[src/rtl/signed_alu_seq_if.sv]
// Handshake bundle for signed_alu_seq: operand request side and result side.
// The DUT connects through the slave modport; producers/consumers use master.
interface signed_alu_seq_if #(
    parameter int W = 17
) ();
    localparam int RW = 2 * W;

    logic          in_valid;
    logic          in_ready;
    logic [1:0]    op;
    logic [W-1:0]  a;
    logic [W-1:0]  b;
    logic          acc_clr;
    logic          out_valid;
    logic          out_ready;
    logic [RW-1:0] result;
    logic          op_err;
    logic          busy;

    modport slave (
        input  in_valid, op, a, b, acc_clr, out_ready,
        output in_ready, out_valid, result, op_err, busy
    );

    modport master (
        output in_valid, op, a, b, acc_clr, out_ready,
        input  in_ready, out_valid, result, op_err, busy
    );
endinterface

[src/rtl/signed_alu_seq.sv]
// signed_alu_seq: signed add/sub (1 cycle) and iterative shift-add multiply
// (W+1 cycles) with a held 2W-bit result register and valid/ready on both sides.
// Optional multiply-accumulate (op 11) enabled by defining SIGNED_ALU_MAC_EN;
// without it op 11 is reported as illegal (result 0, op_err 1).
module signed_alu_seq #(
    parameter  int W  = 17,
    localparam int RW = 2 * W
) (
    input logic            clk,
    input logic            rst,
    signed_alu_seq_if.slave bus
);
    localparam int CW = $clog2(W);

    typedef enum logic [1:0] {S_IDLE, S_MUL, S_LOAD} state_t;

    state_t        state_q, state_d;
    logic [RW-1:0] mcand_q, mcand_d;     // |a|, shifted left once per iteration
    logic [W-1:0]  mplier_q, mplier_d;   // |b|, shifted right once per iteration
    logic [RW-1:0] prod_q, prod_d;       // unsigned magnitude product
    logic          sign_q, sign_d;
    logic [CW-1:0] cnt_q, cnt_d;
    logic          out_valid_q, out_valid_d;
    logic [RW-1:0] result_q, result_d;
    logic          op_err_q, op_err_d;

    logic          in_ready;
    logic          accept;
    logic          consume;
    logic [W-1:0]  mag_a, mag_b;
    logic [W:0]    sum_w1, dif_w1;
    logic [RW-1:0] prod_signed;
    logic [RW-1:0] final_res;

`ifdef SIGNED_ALU_MAC_EN
    logic [RW-1:0] acc_q, acc_d;
    logic          is_mac_q, is_mac_d;
`else
    logic          unused_acc_clr;
    assign unused_acc_clr = bus.acc_clr;
`endif

    assign in_ready     = rst && (state_q == S_IDLE) && (!out_valid_q || bus.out_ready);
    assign accept       = bus.in_valid && in_ready;
    assign consume      = out_valid_q && bus.out_ready;

    assign bus.in_ready  = in_ready;
    assign bus.out_valid = out_valid_q;
    assign bus.result    = result_q;
    assign bus.op_err    = op_err_q;
    assign bus.busy      = (state_q == S_MUL);

    // Operand magnitudes, W+1-bit add/sub and the sign-fixed final product
    always_comb begin
        mag_a       = bus.a[W-1] ? (~bus.a + W'(1)) : bus.a;
        mag_b       = bus.b[W-1] ? (~bus.b + W'(1)) : bus.b;
        sum_w1      = {bus.a[W-1], bus.a} + {bus.b[W-1], bus.b};
        dif_w1      = {bus.a[W-1], bus.a} - {bus.b[W-1], bus.b};
        prod_signed = sign_q ? (~prod_q + RW'(1)) : prod_q;
`ifdef SIGNED_ALU_MAC_EN
        final_res   = is_mac_q ? (prod_signed + acc_q) : prod_signed;
`else
        final_res   = prod_signed;
`endif
    end

    // Next-state / datapath: IDLE accepts, MUL iterates W times, LOAD emits
    always_comb begin
        state_d     = state_q;
        mcand_d     = mcand_q;
        mplier_d    = mplier_q;
        prod_d      = prod_q;
        sign_d      = sign_q;
        cnt_d       = cnt_q;
        out_valid_d = out_valid_q;
        result_d    = result_q;
        op_err_d    = op_err_q;
`ifdef SIGNED_ALU_MAC_EN
        acc_d       = acc_q;
        is_mac_d    = is_mac_q;
`endif
        if (consume) out_valid_d = 1'b0;

        case (state_q)
            S_IDLE: begin
                if (accept) begin
                    case (bus.op)
                        2'b00: begin
                            result_d    = {{(RW-W-1){sum_w1[W]}}, sum_w1};
                            op_err_d    = 1'b0;
                            out_valid_d = 1'b1;
                        end
                        2'b01: begin
                            result_d    = {{(RW-W-1){dif_w1[W]}}, dif_w1};
                            op_err_d    = 1'b0;
                            out_valid_d = 1'b1;
                        end
`ifdef SIGNED_ALU_MAC_EN
                        2'b10, 2'b11: begin
                            is_mac_d = bus.op[0];
`else
                        2'b10: begin
`endif
                            mcand_d  = {{W{1'b0}}, mag_a};
                            mplier_d = mag_b;
                            prod_d   = '0;
                            sign_d   = bus.a[W-1] ^ bus.b[W-1];
                            cnt_d    = '0;
                            state_d  = S_MUL;
                        end
                        default: begin
                            result_d    = '0;
                            op_err_d    = 1'b1;
                            out_valid_d = 1'b1;
                        end
                    endcase
                end
            end
            S_MUL: begin
                if (mplier_q[0]) prod_d = prod_q + mcand_q;
                mcand_d  = mcand_q << 1;
                mplier_d = mplier_q >> 1;
                cnt_d    = cnt_q + CW'(1);
                if (cnt_q == CW'(W - 1)) state_d = S_LOAD;
            end
            S_LOAD: begin
                result_d    = final_res;
                op_err_d    = 1'b0;
                out_valid_d = 1'b1;
                state_d     = S_IDLE;
`ifdef SIGNED_ALU_MAC_EN
                if (is_mac_q) acc_d = final_res;
`endif
            end
            default: state_d = S_IDLE;
        endcase

`ifdef SIGNED_ALU_MAC_EN
        // A clear coincident with a MAC load wins over the accumulator update
        if (bus.acc_clr) acc_d = '0;
`endif
    end

    // State and datapath registers; reset aborts any multiply in progress
    always_ff @(posedge clk or negedge rst) begin
        if (!rst) begin
            state_q     <= S_IDLE;
            mcand_q     <= '0;
            mplier_q    <= '0;
            prod_q      <= '0;
            sign_q      <= 1'b0;
            cnt_q       <= '0;
            out_valid_q <= 1'b0;
            result_q    <= '0;
            op_err_q    <= 1'b0;
`ifdef SIGNED_ALU_MAC_EN
            acc_q       <= '0;
            is_mac_q    <= 1'b0;
`endif
        end else begin
            state_q     <= state_d;
            mcand_q     <= mcand_d;
            mplier_q    <= mplier_d;
            prod_q      <= prod_d;
            sign_q      <= sign_d;
            cnt_q       <= cnt_d;
            out_valid_q <= out_valid_d;
            result_q    <= result_d;
            op_err_q    <= op_err_d;
`ifdef SIGNED_ALU_MAC_EN
            acc_q       <= acc_d;
            is_mac_q    <= is_mac_d;
`endif
        end
    end
endmodule

[src/flat_wrapper.sv]
// flat-port wrapper written by rule: the top's interface ports become plain ports
module signed_alu_seq_flat 
#(
    parameter  int W  = 17,
    localparam int RW = 2 * W
)
  (clk, rst, bus_in_valid, bus_op, bus_a, bus_b, bus_acc_clr, bus_out_ready, bus_in_ready, bus_out_valid, bus_result, bus_op_err, bus_busy);
  signed_alu_seq_if #(.W(W)) bus_i ();
  input logic clk;
  input logic rst;
  input wire logic [$bits(bus_i.in_valid)-1:0] bus_in_valid;
  input wire logic [$bits(bus_i.op)-1:0] bus_op;
  input wire logic [$bits(bus_i.a)-1:0] bus_a;
  input wire logic [$bits(bus_i.b)-1:0] bus_b;
  input wire logic [$bits(bus_i.acc_clr)-1:0] bus_acc_clr;
  input wire logic [$bits(bus_i.out_ready)-1:0] bus_out_ready;
  output wire logic [$bits(bus_i.in_ready)-1:0] bus_in_ready;
  output wire logic [$bits(bus_i.out_valid)-1:0] bus_out_valid;
  output wire logic [$bits(bus_i.result)-1:0] bus_result;
  output wire logic [$bits(bus_i.op_err)-1:0] bus_op_err;
  output wire logic [$bits(bus_i.busy)-1:0] bus_busy;
  assign bus_i.in_valid = bus_in_valid;
  assign bus_i.op = bus_op;
  assign bus_i.a = bus_a;
  assign bus_i.b = bus_b;
  assign bus_i.acc_clr = bus_acc_clr;
  assign bus_i.out_ready = bus_out_ready;
  assign bus_in_ready = bus_i.in_ready;
  assign bus_out_valid = bus_i.out_valid;
  assign bus_result = bus_i.result;
  assign bus_op_err = bus_i.op_err;
  assign bus_busy = bus_i.busy;
  signed_alu_seq #(.W(W)) u_core (.clk(clk), .rst(rst), .bus(bus_i));
endmodule
[config.mk]
export PLATFORM = sky130hd
export DESIGN_NAME = signed_alu_seq_flat
export DESIGN_NICKNAME = d
export VERILOG_FILES = /design/src/rtl/signed_alu_seq_if.sv /design/src/rtl/signed_alu_seq.sv /design/src/flat_wrapper.sv
export SDC_FILE = /design/constraint.sdc
export NUM_CORES = 1
export LEC_CHECK = 0
export BUFFER_PORTS_ARGS = -buffer_cell sky130_fd_sc_hd__clkbuf_2
export CAP_MARGIN = 15
export CORE_MARGIN = 2
export CORE_UTILIZATION = 55
export CTS_CLUSTER_DIAMETER = 60
export CTS_CLUSTER_SIZE = 14
export DETAILED_ROUTE_END_ITERATION = 8
export PLACE_DENSITY = 0.81
export SETUP_SLACK_MARGIN = 0.2
export SLEW_MARGIN = 10
export SYNTH_ARGS = -nofsm -noshare
export SYNTH_HDL_FRONTEND = slang
export SYNTH_SLANG_ARGS = --single-unit
[constraint.sdc]
create_clock -name clk -period 3.3 [get_ports clk]
set_input_delay 0.66 -clock clk [delete_from_list [all_inputs] [get_ports clk]]
set_output_delay 0.66 -clock clk [all_outputs]
set_load 0.005 [all_outputs]
==> results.txt, run 1 <==
Final cell count without fillers - 1440
Worst-path fanout max - 7
Failing checks - negative setup slack
Drt pass-1 iters - 5
Final antenna-violating net count - 0
Unrepaired setup endpoints after global routing - yes
WL/cell - 19.5 um
Largest net degree at the start of global routing - 130
Placed cells - 1396
Num ports - 79
Synth Flop Type - dfrtp_1
Final period util - 113%
#FFs+latches synth - 129
Static leakage - 0.00526 uW
Initial antenna violation count - 0
Syn Area/Cell - 8.67 um2
Post-Synthesis Cells - 1060
Asr flop ratio synth - 100%
Initial core utilization - 55.8%
Clock root buffer - clkbuf_16
Fill cells - 1203
PortBufs - 77
Area Growth Syn to Fin - 24.7%
Pwr Total - 9830 uW
Core ar. - 16500 um2
Number of flops mapped to enable cells by yosys - 0
Min-delay worst type - input pin to asynchronous set/reset pin
Max Root-Sink Buffers - 2
Worst-path clk slew - 0.06 ns
Pwr per Cell Area - 858 nW/um2
Via count - 9007
Antenna cell count - 0
Avg Vias per Cell - 6.25
CP Launch Type - input pin
Vert. Die Dim - 133 um
Worst setup path class - input pin to flip-flop
Slew @ Worst Pin - 1.23 ns
CTS Hold Bufs - 0
CTS sink count - 129
Num CTS Buffers - 17
Required time of the critical path - 3.62 ns
Gpl congestion - 0.924
GRT Overall Usage - 31.1%
Clock skew - 0.00976 ns
CP arrival - 4.04 ns
Max Cap Viol - 0
Synth cell types - 68
Synth warn - 0
Tmin final - 3.72 ns
CTS tree - built
Worst skew pair latency - 0.44 ns
Grt total ovfl - 0
Drt total wl - 28.1 mm
Final Hold Vio Count - 0
Syn Nets - 1159
Run status - finished, violations left
Register area share after synthesis - 35.1%
Row Count - 47
Synth Cell Area - 9190 um2
Crit end category - flip-flop
Slew margin rel. - 18.1%
Layout cells sized above 1 - 25.6%
IR drop worst, VDD - 0.549 mV
Final WS setup - -0.419 ns
Vias in the first global route - 8700
DR iter-0 viols - 824
Final net count - 1306
R2R Setup Slk - 0.10 ns
Die footprint - 17800 um2
DRC errors left - 0
Fmax achieved - 0.269 GHz
Endpoints failing setup - 22
Slew Viols, Final - 0
Die Wd - 133 um
DP Wirelength - 19.5 mm
First-pass GRT wire length - 44.0 mm
CTS HTree Levels - 4
cell families (layout without fill, tap and decap cells):
logic type      after synthesis  after routing  share of synthesized area (%)
compound gates              350            350                           24.8
xor+xnor                    117            117                           11.2
fa+ha+maj                    58             58                           8.06
buf+inv                      87            247                           3.83
flops                       129            129                           35.1
mux                           4              4                          0.449
simple gates                315            315                           16.6
state kept, by name (all words and copies together), names as in the netlist:
signal / flops
u_core.bus.out_valid: 1
u_core.state_q: 2
u_core.mplier_q: 17
u_core.sign_q: 1
u_core.mcand_q: 34
u_core.bus.op_err: 1
u_core.cnt_q: 5
u_core.bus.result: 34
u_core.prod_q: 34
final timing paths:
kind | start | to | cells after the start
max in group asynchronous | rst | u_core.sign_q$_DFFE_PN0P_ | 2
max reg2reg | u_core.prod_q[0]$_DFFE_PN0P_ | u_core.bus.result[31]$_DFFE_PN0P_ | 10
max | bus_b[1] | u_core.bus.result[17]$_DFFE_PN0P_ | 14
min | rst | u_core.prod_q[6]$_DFFE_PN0P_ | 2
min in group clk | u_core.mplier_q[5]$_DFFE_PN0P_ | u_core.mplier_q[5]$_DFFE_PN0P_ | 2
min reg2reg | u_core.mplier_q[5]$_DFFE_PN0P_ | u_core.mplier_q[5]$_DFFE_PN0P_ | 2
through the flow:
stage	area [um2]	TNS [ns]	worst slack [ns]	util [%]	hold slack (ns)
after detailed placement	10400	-19.21	-0.911	63.5	0.475
final	11500	-7.74	-0.419	69.6	0.332
after CTS	11200	-5.67	-0.342	67.9	0.427
after global placement	10400	-16.44	-0.791	63.5	0.454
after global routing	11500	-9.11	-0.483	69.6	0.405
after floorplan	9290	-10.83	-0.677	-	0.364
report_power, final:
part           switching [uW]  internal [uW]
Sequential                767           2230
Combinational            2760           2160
Clock                     787           1130
placed cells by master (no fill, tap or decap), types with 6 or more instances in the layout:
cell type | Yosys | final
dfrtp_1 | 129 | 129
nand2_1 | 119 | 118
o21ai_0 | 124 | 109
buf_4 | 2 | 108
clkbuf_2 | 0 | 75
xor2_1 | 67 | 66
nor2_1 | 56 | 54
xnor2_1 | 50 | 49
ha_1 | 56 | 48
a21oi_1 | 57 | 46
nand3_1 | 37 | 36
a22oi_1 | 27 | 26
inv_1 | 24 | 24
a21o_1 | 24 | 24
o31ai_1 | 23 | 20
clkbuf_16 | 0 | 17
nor3_1 | 16 | 15
nand2b_1 | 13 | 13
or3_1 | 14 | 11
nor2b_1 | 13 | 11
a221o_1 | 11 | 11
a21oi_2 | 1 | 11
o21ai_1 | 0 | 9
o22ai_1 | 8 | 8
or4_1 | 8 | 8
o21bai_1 | 8 | 8
o41ai_1 | 8 | 8
nand4_1 | 8 | 8
a221o_2 | 7 | 7
a211oi_1 | 10 | 6
buf_6 | 2 | 6
synth_stat cells (5+ instances only):
cell type | count | area share [%]
dfrtp_1 | 129 | 35
o21ai_0 | 124 | 6.8
nand2_1 | 119 | 4.9
xor2_1 | 67 | 6.4
a21oi_1 | 57 | 3.1
ha_1 | 56 | 7.6
nor2_1 | 56 | 2.3
xnor2_1 | 50 | 4.8
clkbuf_1 | 49 | 2.0
nand3_1 | 37 | 2.0
a22oi_1 | 27 | 2.2
a21o_1 | 24 | 2.0
inv_1 | 24 | 0.98
o31ai_1 | 23 | 1.9
nor3_1 | 16 | 0.87
or3_1 | 14 | 0.95
nand2b_1 | 13 | 0.89
nor2b_1 | 13 | 0.89
a221o_1 | 11 | 1.2
a211oi_1 | 10 | 0.82
a31oi_1 | 8 | 0.54
nand4_1 | 8 | 0.54
o21bai_1 | 8 | 0.65
o22ai_1 | 8 | 0.54
o41ai_1 | 8 | 0.76
or4_1 | 8 | 0.65
a221o_2 | 7 | 0.86
a221oi_1 | 7 | 0.67
buf_1 | 7 | 0.29
and3_1 | 6 | 0.41
nor4_1 | 5 | 0.34
layer usage:
| metal | part of all wire [%] | track usage (%) | vias to the layer above |
|---|---|---|---|
| met2 | 48 | 51.3 | 401 |
| li1 | - | - | 4170 |
| met5 | 0 | 0 | - |
| met1 | 42 | 39.8 | 4356 |
| met4 | 3.6 | 14.1 | 0 |
| met3 | 6.6 | 5.90 | 80 |
critical path, cell delays in order:
cell       delay (ns)
buf_6            0.09
or3_4            0.37
or3_4            0.34
or3b_4           0.43
o31ai_4          0.19
xor2_1           0.19
ha_1             0.31
and3_4           0.18
o211ai_1         0.19
a21oi_2          0.13
o2111ai_2        0.27
nand3_4          0.13
and2_4           0.22
a221o_2          0.31
final cells by class:
type | instances | area (um2) | area share, %
timing repair buffer | 190 | 1270 | 11.1
multi-input combinational | 844 | 6000 | 52.4
clock buffer | 19 | 443 | 3.87
clock inverter | 13 | 138 | 1.20
tap | 220 | 275 | 2.40
sequential | 129 | 3230 | 28.2
inverter | 25 | 93.8 | 0.819
repair_timing:
| action | CTS | global route |
|---|---|---|
| resized for setup | 28 | 47 |
| gates cloned | 0 | 0 |
| endpoints found under the setup margin | 35 | 36 |
| pin swaps | 20 | 29 |
| setup buffers | 6 | 6 |
No activity file was read; power rests on OpenSTA's default activity.
==> run 2: changes to the inputs <==
ABC_AREA = 1   (was unset)
CORE_UTILIZATION = 56   (was 55)
PLACE_DENSITY = 0.82   (was 0.81)
==> run 2 against run 1 <==
Net effect: via count up 24%; utilization down 2.6 points; the run now ends clean; largest cell class unchanged; setup slack better by 0.74 ns; non-clock buffer count down 29; area after synthesis up 14%; routed wire length up 18%; die area up 12%; critical endpoint is now u_core.bus.result[23]$_DFFE_PN0P_; clock skew up 0.0015 ns; sequential power down 4%; maximum frequency up 25%.
==> results.txt, run 2 <==
Clock skew - 0.0112 ns (+0.00149 ns)
Syn Area/Cell - 6.63 um2 (-23%)
Run status - completed
Syn Nets - 1681 (+45%)
Crit path capture - u_core.bus.result[23]$_DFFE_PN0P_
Largest net degree at the start of global routing - 130 (unchanged)
Worst-path cell chain - buf_8 -> inv_8 -> ha_4 -> nand2_4 -> nor2_4 -> nand2_2 -> nor2_4 -> nand3_2 -> nor4_2 -> ha_1 -> nand2_1 -> o21ai_2 -> ha_1 -> nand2_2 -> nor2_2 -> nand2_1 -> nand3_2 -> inv_1 -> nand2_2 -> nand2_4 -> nand3_4 -> buf_6 -> a21oi_2
CP Depth - 23 (+9)
Unrepaired setup endpoints after global routing - yes
Slowest stage delay, CP - 0.35 ns (-0.08 ns)
Max Root-Sink Buffers - 2 (unchanged)
Xor/xnor share of the synthesized area - 2.83% (-8.3 points)
PortBufs - 77 (unchanged)
Mux cell area share after synthesis - 0% (-0.45 points)
R2r endpoint - u_core.prod_q[1]$_DFFE_PN0P_
Antenna cell count - 0 (unchanged)
Synth Area in Compound Gates - 16.6% (-8.2 points)
DRC errors left - 0 (unchanged)
Pre-CTS WS - -0.401 ns (+0.510 ns)
Pwr per Cell Area - 778 nW/um2 (-9.3%)
Worst-path fanout max - 8 (+1)
Most used cell, CP - nand2_2
Fill cells - 1669 (+39%)
Endpoints failing setup - 0 (-100%)
Worst-case reg-to-reg path depth - 7 (-3)
Row Count - 50 (+6.4%)
Die Wd - 141 um (+5.7%)
Vert. Die Dim - 141 um (+5.7%)
Slew Viols, Final - 0 (unchanged)
WL/cell - 16.9 um (-13%)
Synth area leaders - dfrtp_1, nand2_1, ha_1
Commonest non-fill, non-tap cell in the layout - nand2_1
DP Wirelength - 25.7 mm (+32%)
Fmax achieved - 0.336 GHz (+25%)
Worst skew pair latency - 0.44 ns (about the same)
CP max-delay cell - ha_1
Worst-path clk slew - 0.07 ns (about the same)
#FFs+latches synth - 129 (unchanged)
Synth cell types - 55 (-19%)
Grt total ovfl - 0 (unchanged)
CP arrival - 3.34 ns (-0.70 ns)
Tmin final - 2.98 ns (-0.743 ns)
Buf/Inv on CP - 4 (+3)
Crit end category - flip-flop
Final antenna-violating net count - 0 (unchanged)
Top-count cell post-synth - nand2_1
Commonest non-fill, non-tap cells in the layout - nand2_1, nor2_1, inv_1
Slew margin rel. - 49.9% (+32 points)
Initial antenna violation count - 0 (unchanged)
Clock root buffer - clkbuf_16
Post-Synthesis Cells - 1582 (+49%)
CP delay by family, top - simple AND/OR/NAND/NOR gates
Static leakage - 0.00628 uW (+19%)
Worst setup path class - input pin to flip-flop
First-pass GRT wire length - 53.1 mm (+21%)
Synth Flop Type - dfrtp_1
Reg2reg start - u_core.state_q[0]$_DFFE_PN0P_
CTS sink count - 129 (unchanged)
Pwr Total - 9650 uW (-1.8%)
Num CTS Buffers - 17 (unchanged)
Final period util - 90.2% (-23 points)
Number of flops mapped to enable cells by yosys - 0 (unchanged)
Drt pass-1 iters - 7 (+2)
Largest family of logic cells by synthesized area - simple AND/OR/NAND/NOR gates
Slew @ Worst Pin - 0.751 ns (-0.477 ns)
Via count - 11174 (+24%)
Synth Cell Area - 10500 um2 (+14%)
Drt total wl - 33.2 mm (+18%)
Final Hold Vio Count - 0 (unchanged)
Avg Vias per Cell - 5.68 (-9.1%)
CP Launch Point - bus_b[0]
CTS tree - built
Top post-synthesis cells by count - nand2_1, nor2_1, inv_1, dfrtp_1, nand3_1
Final WS setup - 0.323 ns (+0.743 ns)
Min-delay worst type - input pin to asynchronous set/reset pin
DR iter-0 viols - 842 (+2.2%)
Max Cap Viol - 0 (unchanged)
Area share of the largest cell type after synthesis - 30.8% (-4.4 points)
R2R Setup Slk - 0.84 ns (+0.74 ns)
GRT Overall Usage - 34.1% (+3.0 points)
Register area share after synthesis - 30.8% (-4.4 points)
Required time of the critical path - 3.67 ns (+0.05 ns)
Vias in the first global route - 10761 (+24%)
Num ports - 79 (unchanged)
CTS HTree Levels - 4 (unchanged)
CP Launch Type - input pin
IR drop worst, VDD - 0.483 mV (-12%)
Initial core utilization - 56.7% (+0.86 points)
Final Util - 67.0% (-2.6 points)
Post-synthesis adder-cell area fraction - 7.06% (-1.0 points)
Asr flop ratio synth - 100% (unchanged)
Layout cells sized above 1 - 16.3% (-9.3 points)
Final net count - 1819 (+39%)
Yosys top cell by area - dfrtp_1
Area share of and/or/nand/nor cells after synthesis - 34.5% (+18 points)
Area Growth Syn to Fin - 18.2%
Core ar. - 18500 um2 (+12%)
Synth warn - 0 (unchanged)
Gpl congestion - 0.984 (+6.5%)
Die footprint - 19800 um2 (+12%)
==> run 2: cell families (layout without fill, tap and decap cells) <==
| group | Yosys count | after routing |
|---|---|---|
| compound gates | 306 | 306 |
| flops | 129 | 129 |
| simple gates | 847 | 848 |
| buf+inv | 209 | 358 |
| xor+xnor | 33 | 33 |
| fa+ha+maj | 58 | 58 |
==> run 2: metal layers <==
metal | vias up | global-route usage (%) | routed length (um)
met5 | - | 0 | 0
met4 | 0 | 21.8 | 2400
met3 | 138 | 6.22 | 1790
met2 | 416 | 59.6 | 16000
met1 | 5116 | 38.4 | 13000
li1 | 5504 | - | -
==> run 2: layout make-up <==
type / instances / area (um2) / share of cell area, %
clock buffer: 19 / 443 / 3.57
clock inverter: 12 / 134 / 1.08
inverter: 166 / 649 / 5.24
multi-input combinational: 1245 / 6540 / 52.8
tap: 234 / 293 / 2.36
sequential: 129 / 3230 / 26.0
timing repair buffer: 161 / 1110 / 8.97
==> run 2: worst min path at each step <==
stage,endpoint,depth (start not counted),slack (ns),from
2_1_floorplan,u_core.bus.op_err$_DFFE_PN0P_,0,0.36,rst
3_3_place_gp,u_core.bus.result[25]$_DFFE_PN0P_,2,0.47,u_core.bus.result[25]$_DFFE_PN0P_
3_5_place_dp,u_core.bus.result[19]$_DFFE_PN0P_,2,0.47,u_core.bus.result[19]$_DFFE_PN0P_
4_1_cts,u_core.prod_q[28]$_DFFE_PN0P_,2,0.42,rst
5_1_grt,u_core.mcand_q[31]$_DFFE_PN0P_,2,0.42,rst
6_report,u_core.prod_q[28]$_DFFE_PN0P_,2,0.31,rst
==> run 2: stage by stage <==
step | hold WS (ns) | area, um2 | TNS [ns] | std cells
2_1_floorplan | 0.364 | 10500 | 0 | 1582
3_3_place_gp | 0.465 | 11600 | -4.87 | 1928
3_5_place_dp | 0.468 | 11600 | -5.68 | 1928
4_1_cts | 0.420 | 12300 | 0 | 1962
5_1_grt | 0.417 | 12400 | 0 | 1966
6_report | 0.313 | 12400 | 0 | 1966
==> run 2: timing repair <==
item / in CTS / in global routing
resized for setup: 10 / 35
setup buffers: 2 / 4
hold endpoints to repair: 0 / 0
hold buffers: 0 / 0
gates cloned: 1 / 0
pin swaps: 5 / 23
setup endpoints to repair: 17 / 22
==> run 2: where the power goes <==
part	internal, uW	switching, uW
Clock	1130	761
Sequential	2230	656
Combinational	1740	3130
Total	5100	4550
